File: src/rtl/vid_fetch_arbiter.sv
// vid_fetch_arbiter
// Shares one byte-wide memory port between the scanline fetch engine and a
// host port. A fetch reads LINE_BYTES consecutive bytes from line_base into
// the line buffer. One issue slot in every HOST_PERIOD fetch cycles goes to a
// pending host operation. When the fetch is idle or draining, a host
// operation is issued as soon as it is seen. Memory reads return data two
// cycles after issue. A two-stage tag pipeline sends each returning byte
// either to the line buffer or to the host.
module vid_fetch_arbiter #(
    parameter int LINE_BYTES  = 160,
    parameter int HOST_PERIOD = 4
) (
    input  logic        clk_vid,
    input  logic        reset,
    input  logic        line_start,
    input  logic [16:0] line_base,
    input  logic        host_req,
    input  logic        host_we,
    input  logic [16:0] host_addr,
    input  logic [7:0]  host_wdata,
    output logic        host_ack,
    output logic [7:0]  host_rdata,
    output logic [16:0] mem_addr,
    output logic        mem_rd,
    output logic        mem_wr,
    output logic [7:0]  mem_wdata,
    input  logic [7:0]  mem_rdata,
    output logic        lb_we,
    output logic [7:0]  lb_addr,
    output logic [7:0]  lb_data,
    output logic        fetch_busy,
    output logic        overrun
);

    localparam logic [7:0] LAST_IDX  = 8'(LINE_BYTES - 1);
    localparam logic [2:0] SLOT_LAST = 3'(HOST_PERIOD - 1);

    typedef enum logic [1:0] {
        IDLE  = 2'd0,
        FETCH = 2'd1,
        DRAIN = 2'd2
    } state_t;

    // One entry of the read-return pipeline.
    typedef struct packed {
        logic       valid;  // a read occupies this stage
        logic       host;   // 1 = host read, 0 = fetch read
        logic [7:0] idx;    // line-buffer index of a fetch read
    } tag_t;

    state_t      state;
    state_t      state_next;

    logic [16:0] base_q;         // line_base latched at line_start
    logic [7:0]  idx_q;          // next fetch index to issue
    logic [2:0]  slot_q;         // host-slot counter, runs only in FETCH
    logic        host_issued_q;  // host op issued, its host_ack still to come
    logic        wr_ack_q;       // host write issued last cycle
    logic        overrun_q;

    tag_t        tag1_q;         // issued one cycle ago
    tag_t        tag2_q;         // issued two cycles ago, data on mem_rdata now
    tag_t        tag1_d;
    tag_t        tag2_d;

    logic        host_pending;
    logic        host_slot;
    logic        issue_fetch;
    logic        issue_host;
    logic        restart;
    logic        rd_ack;
    logic        host_ack_raw;
    logic        fetch_inflight;
    logic [16:0] fetch_addr;

    // A held request counts as new only after its host_ack cycle has passed.
    assign host_pending   = host_req && !host_issued_q;
    assign host_slot      = (slot_q == SLOT_LAST) && host_pending;
    // The 17-bit sum wraps the fetch address modulo 2^17.
    assign fetch_addr     = base_q + {9'd0, idx_q};
    assign rd_ack         = tag2_q.valid && tag2_q.host;
    assign host_ack_raw   = wr_ack_q || rd_ack;
    // The entry in stage 2 returns this cycle, so only stage 1 keeps DRAIN busy.
    assign fetch_inflight = tag1_q.valid && !tag1_q.host;
    assign overrun        = overrun_q;

    // Next-state logic and the one-operation-per-cycle issue decision.
    always_comb begin
        // NOTE: every signal gets a default before the case, so no path can leave one unassigned and infer a latch.
        state_next  = state;
        issue_fetch = 1'b0;
        issue_host  = 1'b0;
        restart     = 1'b0;

        case (state)
            IDLE: begin
                issue_host = host_pending;
                if (line_start) begin
                    restart    = 1'b1;
                    state_next = FETCH;
                end
            end

            FETCH: begin
                if (host_slot) begin
                    issue_host = 1'b1;
                end else begin
                    issue_fetch = 1'b1;
                    if (idx_q == LAST_IDX) begin
                        state_next = DRAIN;
                    end
                end
                // A new line overrides the end-of-line transition.
                if (line_start) begin
                    restart    = 1'b1;
                    state_next = FETCH;
                end
            end

            DRAIN: begin
                issue_host = host_pending;
                if (!fetch_inflight) begin
                    state_next = IDLE;
                end
                if (line_start) begin
                    restart    = 1'b1;
                    state_next = FETCH;
                end
            end

            default: begin
                state_next = IDLE;
            end
        endcase

        // Issue nothing while reset is held.
        if (reset) begin
            issue_fetch = 1'b0;
            issue_host  = 1'b0;
            restart     = 1'b0;
        end
    end

    // Build the tags that advance down the pipeline. A restart discards fetch reads still in flight, and host reads pass through.
    always_comb begin
        tag1_d.valid = issue_fetch || (issue_host && !host_we);
        tag1_d.host  = issue_host;
        tag1_d.idx   = idx_q;
        tag2_d       = tag1_q;
        if (restart) begin
            if (!tag1_d.host) begin
                tag1_d.valid = 1'b0;
            end
            if (!tag2_d.host) begin
                tag2_d.valid = 1'b0;
            end
        end
    end

    // State register, fetch pointer, host bookkeeping and tag pipeline.
    always_ff @(posedge clk_vid) begin
        if (reset) begin
            // NOTE: the tag pipeline is cleared along with the control state, so reads issued before reset can never raise lb_we or host_ack.
            state         <= IDLE;
            base_q        <= '0;
            idx_q         <= '0;
            slot_q        <= '0;
            host_issued_q <= 1'b0;
            wr_ack_q      <= 1'b0;
            overrun_q     <= 1'b0;
            tag1_q        <= '0;
            tag2_q        <= '0;
        end else begin
            // NOTE: non-blocking assignments let every register here sample pre-edge values, so statement order does not matter.
            state <= state_next;

            if (restart) begin
                base_q <= line_base;
                idx_q  <= '0;
                slot_q <= '0;
            end else if (state == FETCH) begin
                slot_q <= (slot_q == SLOT_LAST) ? 3'd0 : slot_q + 3'd1;
                if (issue_fetch) begin
                    idx_q <= idx_q + 8'd1;
                end
            end

            if (host_ack_raw) begin
                host_issued_q <= 1'b0;
            end else if (issue_host) begin
                host_issued_q <= 1'b1;
            end

            wr_ack_q  <= issue_host && host_we;
            overrun_q <= line_start && (state != IDLE);
            tag1_q    <= tag1_d;
            tag2_q    <= tag2_d;
        end
    end

    // Drive the memory port and the return-side outputs. Everything stays low while reset is held.
    always_comb begin
        mem_rd     = 1'b0;
        mem_wr     = 1'b0;
        mem_addr   = '0;
        mem_wdata  = '0;
        host_ack   = 1'b0;
        host_rdata = '0;
        lb_we      = 1'b0;
        lb_addr    = '0;
        lb_data    = '0;
        fetch_busy = 1'b0;

        if (!reset) begin
            if (issue_host) begin
                mem_addr = host_addr;
                mem_rd   = !host_we;
                mem_wr   = host_we;
                if (host_we) begin
                    mem_wdata = host_wdata;
                end
            end else if (issue_fetch) begin
                mem_addr = fetch_addr;
                mem_rd   = 1'b1;
            end

            host_ack = host_ack_raw;
            if (rd_ack) begin
                host_rdata = mem_rdata;
            end

            if (tag2_q.valid && !tag2_q.host) begin
                lb_we   = 1'b1;
                lb_addr = tag2_q.idx;
                lb_data = mem_rdata;
            end

            fetch_busy = (state != IDLE);
        end
    end

endmodule

File: config.mk
export PLATFORM = sky130hd
export DESIGN_NAME = vid_fetch_arbiter
export DESIGN_NICKNAME = d
export VERILOG_FILES = /design/src/rtl/vid_fetch_arbiter.sv
export SDC_FILE = /design/constraint.sdc
export NUM_CORES = 1
export LEC_CHECK = 0
export CORE_MARGIN = 3
export CORE_UTILIZATION = 47
export DETAILED_ROUTE_END_ITERATION = 8
export PLACE_DENSITY = 0.83
export SYNTH_ARGS = -nofsm -noshare
export SYNTH_HDL_FRONTEND = slang
export SYNTH_SLANG_ARGS = --single-unit
export TNS_END_PERCENT = 5
File: constraint.sdc
create_clock -name clk_vid -period 5.08 [get_ports clk_vid]
set_input_delay 1.27 -clock clk_vid [delete_from_list [all_inputs] [get_ports clk_vid]]
set_output_delay 1.27 -clock clk_vid [all_outputs]
set_load 0.02 [all_outputs]
==> results.tsv, run 1 <==
stage	metric	value	unit
timing	Final period util	96.03	%
clock_tree	clk_lat worst skew	0.30	ns
pwr	maximum resistive drop on vdd	0.0002069	V
clock_tree	Clock Path Buffers	2	
global_routing	initial antenna violation count	0	
finish	antenna diode count	0	
clock_tree	Reg clk slew, reported paths	0.09	ns
synth	Yosys reg bits	53	
timing	RSZ-0062 raised after global routing	no	
worst_setup_path	Reg2Reg Launch Point	state[0]$_SDFFE_PP0P_	
worst_setup_path	CP endpoint kind	output pin	
detailed_routing	DRT antenna net count	0	
synth	Cells after Synth	349	
placed_design	number of I/O port buffers	109	
timing	Final Slew Violations	0	
clock_tree	clock root cell	clkbuf_8	
timing	Fin. Hold Viols	0	
die	Core ar.	5608	sq um
detailed_routing	initial detailed-routing violation count	152	
die	die width	82.76	um
finish	most common cell after layout, fill and taps aside	clkdlybuf4s50_1	
finish	layout cells sized above 1	3.728	%
min_path	Hold WC Path Type	reg -> reg	
detailed_routing	drc violations	0	
clock_tree	post-CTS resize count	0	
worst_setup_path	Crit path arrival time	3.61	ns
synth	EDFF count, synth	0	
timing	clk_skew	0.006526	ns
finish	# fillers	428	
timing	relative slew slack	44.79	%
die	die area	6848	sq um
timing	Final setup viols	0	
min_path	Hold Path Sink	tag2_q[3]$_SDFF_PP0_	
min_path	Worst Hold Depth	1	
detailed_routing	Detailed Route WL	7371	um
finish	most frequent cells in the layout	109 x clkdlybuf4s50_1, 58 x nand2_1, 53 x dfxtp_1	
timing	slew at the pin closest to its max-slew limit	0.8153	ns
synth	synth warn	0	
die	Die Ht	82.76	um
finish	nets	521	
worst_setup_path	r2r setup slk	3.07	ns
clock_tree	H-tree depth	2	
pwr	Leak Pwr	1.617	nW
global_routing	first-pass GRT wire length	11620	um
detailed_routing	highest metal used	met4	
clock_tree	CTS Buf Count	5	
synth	syn nets	415	
clock_tree	postcts setup bufs	0	
finish	post-route insts no fill	528	
synth	Post-synth ARST share	0	%
placed_design	routability-driven placement congestion ratio	0.8781	
detailed_routing	per-cell routed wire length	13.96	um
run_status	status	finished, final reports clean	
timing	setup_tns	0	ns
pwr	P per Cell Area	214.8	nW/um^2
synth	Post-Syn Area	2769	sq um
die	FP Rows	27	
clock_tree	TritonCTS clock tree	built	
timing	max frequency	0.2050	GHz
detailed_routing	routed vias	2746	
worst_setup_path	critical path type	in -> out	
synth	syn_area_per_cell	7.934	sq um
job	number of max-cap violations	0	
clock_tree	Hold-fix buffers, CTS	0	
worst_setup_path	R2R Path End	tag1_q[9]$_SDFF_PP0_	
global_routing	number of global-route vias before repair	2492	
die	io pins	110	
worst_setup_path	startpoint type of the worst setup path	input pin	
global_routing	GRT Total Usage	21.89	%
global_routing	largest net degree at the start of global routing	40	
worst_setup_path	Crit Path Max Fanout	8	
detailed_routing	DR pass1 iterations	4	
worst_setup_path	Worst Reg-to-Reg Cells	4	
synth	Cell variety after synth	44	
synth	ys flop type	dfxtp_1	
min_path	hold path start	tag1_q[3]$_SDFF_PP0_	
finish	Area growth syn-to-layout	46.09	%
clock_tree	clk sinks	53	
global_routing	GRT Residual Overflow	0	
placed_design	placed instance count	520	
die	Starting Density	49.38	%
timing	Fin Hold WS	0.4444	ns
timing	Period minus WS final	4.878	ns
worst_setup_path	Critical Path RT	3.81	ns
detailed_routing	routed vias/inst	5.201	
detailed_routing	Metal-1 WL	3043	um
placed_design	Post-DP HPWL	5795	um
synth	sequential element share of the synthesized area	38.32	%
detailed_routing	wire length on met3	720	um
detailed_routing	Met2 Wirelength	3517	um
==> per-layer routing <==
metal | up-vias | global-route usage, %
li1 | 1400 | -
met1 | 1246 | 26.94
met2 | 94 | 38.22
met3 | 6 | 5.206
met4 | 0 | 5.719
met5 | - | 0
==> worst max-delay path, stage by stage <==
cell             delay, ns
clkdlybuf4s50_1       0.42
and4bb_1              0.22
or3_1                 0.46
or4_1                 0.54
nand3_1               0.09
clkdlybuf4s50_1       0.61
==> synthesized netlist by cell type (all sizes together) (2+ instances only) <==
| cell type | instances | share of area (%) |
|---|---|---|
| nor3b | 5 | 1.4 |
| ha | 10 | 4.5 |
| a21oi | 29 | 5.2 |
| a21o | 2 | 0.54 |
| o311ai | 2 | 0.63 |
| and3 | 11 | 2.5 |
| or4 | 4 | 1.1 |
| nand4 | 4 | 0.90 |
| xor2 | 9 | 2.8 |
| nand2b | 6 | 1.4 |
| or3 | 3 | 0.68 |
| and2 | 30 | 6.8 |
| o21ai | 16 | 2.9 |
| nor2b | 17 | 3.8 |
| a211o | 3 | 0.95 |
| dfxtp | 53 | 38 |
| a31oi | 2 | 0.45 |
| inv | 8 | 1.1 |
| nand2 | 58 | 7.9 |
| buf | 3 | 0.72 |
| clkbuf | 15 | 2.0 |
| nand3 | 8 | 1.4 |
| nor4 | 2 | 0.45 |
| nor3 | 2 | 0.54 |
| nor2 | 24 | 3.3 |
| xnor2 | 6 | 1.9 |
| o211ai | 4 | 1.1 |
==> state kept, by name, summed over array words and instances, names as in the netlist <==
signal and count:
tag1_q 10, tag2_q 10, slot_q 3, host_issued_q 1, wr_ack_q 1, overrun 1
base_q 17, idx_q 8, state 2
==> area by class of cell <==
| class | count | area [sq um] | share of cell area (%) |
|---|---|---|---|
| Multi-Input combinational cell | 270 | 1602 | 39.59 |
| Timing Repair Buffer | 117 | 1151 | 28.46 |
| Sequential cell | 53 | 1061 | 26.23 |
| Tap cell | 72 | 90.09 | 2.227 |
| Clock buffer | 6 | 72.57 | 1.794 |
| Clock inverter | 2 | 38.79 | 0.9589 |
| Inverter | 8 | 30.03 | 0.7423 |
==> metrics by stage <==
step / setup WS [ns] / power (mW) / instance area, sq um / utilization [%]
6_report: 0.2016 / 0.8688 / 4045 / 72.13
5_1_grt: 0.1160 / 0.9048 / 4045 / 72.13
4_1_cts: 0.2009 / 0.8756 / 4045 / 72.13
3_5_place_dp: 0.2139 / 0.5978 / 3934 / 70.15
3_3_place_gp: 0.2243 / 0.5943 / 3934 / 70.15
2_1_floorplan: 1.060 / 0.5157 / 2769 / -
==> worst max-delay path by stage <==
stage | endpoint | slack (ns) | startpoint
after floorplan | mem_addr[13] | 1.06 | host_req
after global placement | mem_addr[15] | 0.22 | host_req
after detailed placement | mem_addr[15] | 0.21 | host_req
after CTS | mem_addr[15] | 0.20 | host_req
after global routing | mem_addr[13] | 0.12 | host_req
final | mem_addr[15] | 0.20 | host_req
==> power breakdown <==
group / leakage, nW / total (mW) / switching, mW / internal (mW)
sequential: 0.432 / 0.439 / 0.0111 / 0.428
clock: 0.0554 / 0.281 / 0.133 / 0.148
combinational: 1.13 / 0.149 / 0.0687 / 0.0804
total: 1.62 / 0.869 / 0.212 / 0.656
==> cell families after synthesis <==
kind of cell	synth area share, %
multiplexers	0.3615
flip-flops	38.32
XOR/XNOR	4.745
AND/OR/NAND/NOR	33.12
adder cells (fa/ha/maj)	5.242
AO/OA/AOI/OAI	14.37
buffers and inverters	3.841
No activity file was read; power rests on OpenSTA's default activity.
==> inputs of run 2 (changes only) <==
CORE_UTILIZATION = 50   (was 47)
DONT_BUFFER_PORTS = 1   (was unset)
PLACE_DENSITY = 0.62   (was 0.83)
==> results.tsv, run 2 (synthesized netlist as in run 1, its figures left out) <==
stage	metric	value	unit	change
run_status	status	finished, final reports clean		
detailed_routing	Met2 Wirelength	3021	um	-14%
timing	relative slew slack	39.28	%	-5.5 points
detailed_routing	initial detailed-routing violation count	144		-5.3%
finish	nets	406		-22%
detailed_routing	DR pass1 iterations	4		unchanged
worst_setup_path	critical path, cell by cell	and4bb_1 -> or3_1 -> or4_1 -> nand3_1		
global_routing	first-pass GRT wire length	10490	um	-9.7%
finish	Storage cell area	1061	sq um	unchanged
detailed_routing	DRT antenna net count	0		unchanged
job	number of max-cap violations	0		unchanged
timing	Final period util	83.63	%	-12 points
timing	Fin Hold WS	0.4401	ns	-0.004232 ns
min_path	Worst Hold Depth	1		unchanged
detailed_routing	wire length on met3	531	um	-26%
clock_tree	clk_lat worst skew	0.31	ns	about the same
die	io pins	110		unchanged
detailed_routing	routed vias/inst	5.647		+8.6%
worst_setup_path	r2r setup slk	3.09	ns	+0.02 ns
detailed_routing	Detailed Route WL	6452	um	-12%
worst_setup_path	Crit path arrival time	2.98	ns	-0.63 ns
timing	Final Slew Violations	0		unchanged
min_path	Hold WC Path Type	reg -> reg		
global_routing	GRT Total Usage	20.99	%	-0.90 points
finish	biggest regs	base_q x17, tag1_q x10, tag2_q x10		
die	FP Rows	26		-3.7%
timing	slew at the pin closest to its max-slew limit	0.9068	ns	+0.09146 ns
timing	clk_skew	0.003912	ns	-0.002614 ns
worst_setup_path	R2R Path End	tag1_q[9]$_SDFF_PP0_		
clock_tree	clk sinks	53		unchanged
finish	Area growth syn-to-layout	4.564	%	
die	die area	6467	sq um	-5.6%
die	Die Ht	80.42	um	-2.8%
finish	Top reg by flops	base_q		
detailed_routing	highest metal used	met4		
min_path	Hold Path Sink	tag2_q[2]$_SDFF_PP0_		
timing	Period minus WS final	4.248	ns	-0.6300 ns
clock_tree	CTS Buf Count	5		unchanged
detailed_routing	Metal-1 WL	2848	um	-6.4%
finish	layout cells sized above 1	3.812	%	+0.084 points
placed_design	number of I/O port buffers	0		-100%
global_routing	largest net degree at the start of global routing	47		+18%
detailed_routing	per-cell routed wire length	15.70	um	+12%
worst_setup_path	Worst Reg-to-Reg Cells	4		unchanged
global_routing	number of global-route vias before repair	2115		-15%
finish	antenna diode count	0		unchanged
die	die width	80.42	um	-2.8%
clock_tree	postcts setup bufs	0		unchanged
clock_tree	Hold-fix buffers, CTS	0		unchanged
pwr	P per Cell Area	264.6	nW/um^2	+23%
min_path	hold path start	tag1_q[2]$_SDFF_PP0_		
timing	Final setup viols	0		unchanged
timing	Fin. Hold Viols	0		unchanged
worst_setup_path	startpoint type of the worst setup path	input pin		
detailed_routing	drc violations	0		unchanged
finish	most common cell after layout, fill and taps aside	nand2_1		
placed_design	Post-DP HPWL	4785	um	-17%
worst_setup_path	critical path type	in -> out		
placed_design	placed cell area	2800	sq um	-29%
die	Core ar.	5238	sq um	-6.6%
clock_tree	H-tree depth	2		unchanged
worst_setup_path	Crit Path Max Fanout	16		+8
placed_design	routability-driven placement congestion ratio	0.8201		-6.6%
timing	RSZ-0062 raised after global routing	no		
worst_setup_path	critical-path cell with the highest stage delay	or3_1		
finish	most frequent cells in the layout	58 x nand2_1, 53 x dfxtp_1, 30 x and2_1		
worst_setup_path	CP endpoint kind	output pin		
clock_tree	clock root cell	clkbuf_8		
clock_tree	TritonCTS clock tree	built		
global_routing	GRT Residual Overflow	0		unchanged
finish	Finished Cell Area	2895	sq um	-28%
die	Starting Density	52.87	%	+3.5 points
clock_tree	Clock Path Buffers	2		unchanged
finish	multi-input logic area	1607	sq um	+0.31%
worst_setup_path	Reg2Reg Launch Point	state[0]$_SDFFE_PP0P_		
worst_setup_path	Critical Path RT	3.81	ns	about the same
clock_tree	post-CTS resize count	0		unchanged
global_routing	initial antenna violation count	0		unchanged
finish	# fillers	508		+19%
pwr	maximum resistive drop on vdd	0.0001090	V	-47%
worst_setup_path	Largest stage delay, worst path	0.63	ns	+0.02 ns
finish	max reg flops	17		unchanged
timing	max frequency	0.2354	GHz	+15%
pwr	Leak Pwr	1.175	nW	-27%
timing	setup_tns	0	ns	unchanged
detailed_routing	routed vias	2321		-15%
clock_tree	Reg clk slew, reported paths	0.10	ns	about the same
==> run 2: cell types whose count changed in the layout (fill, tap and decap cells not counted) <==
cell,before,now
nor3b_2,0,1
clkinv_4,1,0
bufinv_16,1,0
buf_4,8,2
clkbuf_1,1,0
inv_8,0,1
clkdlybuf4s50_1,109,0
nor3b_1,5,4
clkinvlp_4,0,2
==> run 2: final cells by class <==
| class | instances | area share (%) |
|---|---|---|
| timing repair buffer | 2 | 0.5186 |
| sequential | 53 | 36.65 |
| inverter | 8 | 1.037 |
| multi-input combinational | 270 | 55.49 |
| tap | 70 | 3.025 |
| clock inverter | 3 | 0.9075 |
| clock buffer | 5 | 2.377 |
==> run 2: worst max-delay path: cells and delay by family <==
family / cells / cell delay, ns
simple gates: 4 / 1.70
==> run 2: power by group <==
part | internal [mW] | total [mW] | leakage (nW) | switching, mW
sequential | 0.428 | 0.440 | 0.432 | 0.0117
clock | 0.100 | 0.250 | 0.0423 | 0.149
combinational | 0.0245 | 0.0764 | 0.702 | 0.0518
==> run 2: per-stage QoR <==
step	util (%)	std cells	setup slack [ns]	power [mW]
detailed placement	53.46	403	0.8516	0.5264
CTS	55.28	411	0.8337	0.7730
global placement	53.46	403	0.8669	0.5257
floorplan	-	349	1.060	0.5157
global route	55.28	411	0.6367	0.8051
finish	55.28	411	0.8316	0.7661
==> run 2: worst max-delay path by stage <==
stage	cells past startpoint	end	start
finish	4	mem_addr[13]	host_req
global route	8	mem_addr[16]	idx_q[0]$_SDFFE_PP0P_
CTS	4	mem_addr[13]	host_req
detailed placement	4	mem_addr[13]	host_req
global placement	4	mem_addr[13]	host_req
floorplan	6	mem_addr[13]	host_req
==> run 2: routing by layer <==
metal	global-route usage [%]	vias to the layer above
li1	-	1168
met4	5.068	0
met5	0	-
met1	28.03	1047
met2	34.77	101
met3	4.148	5
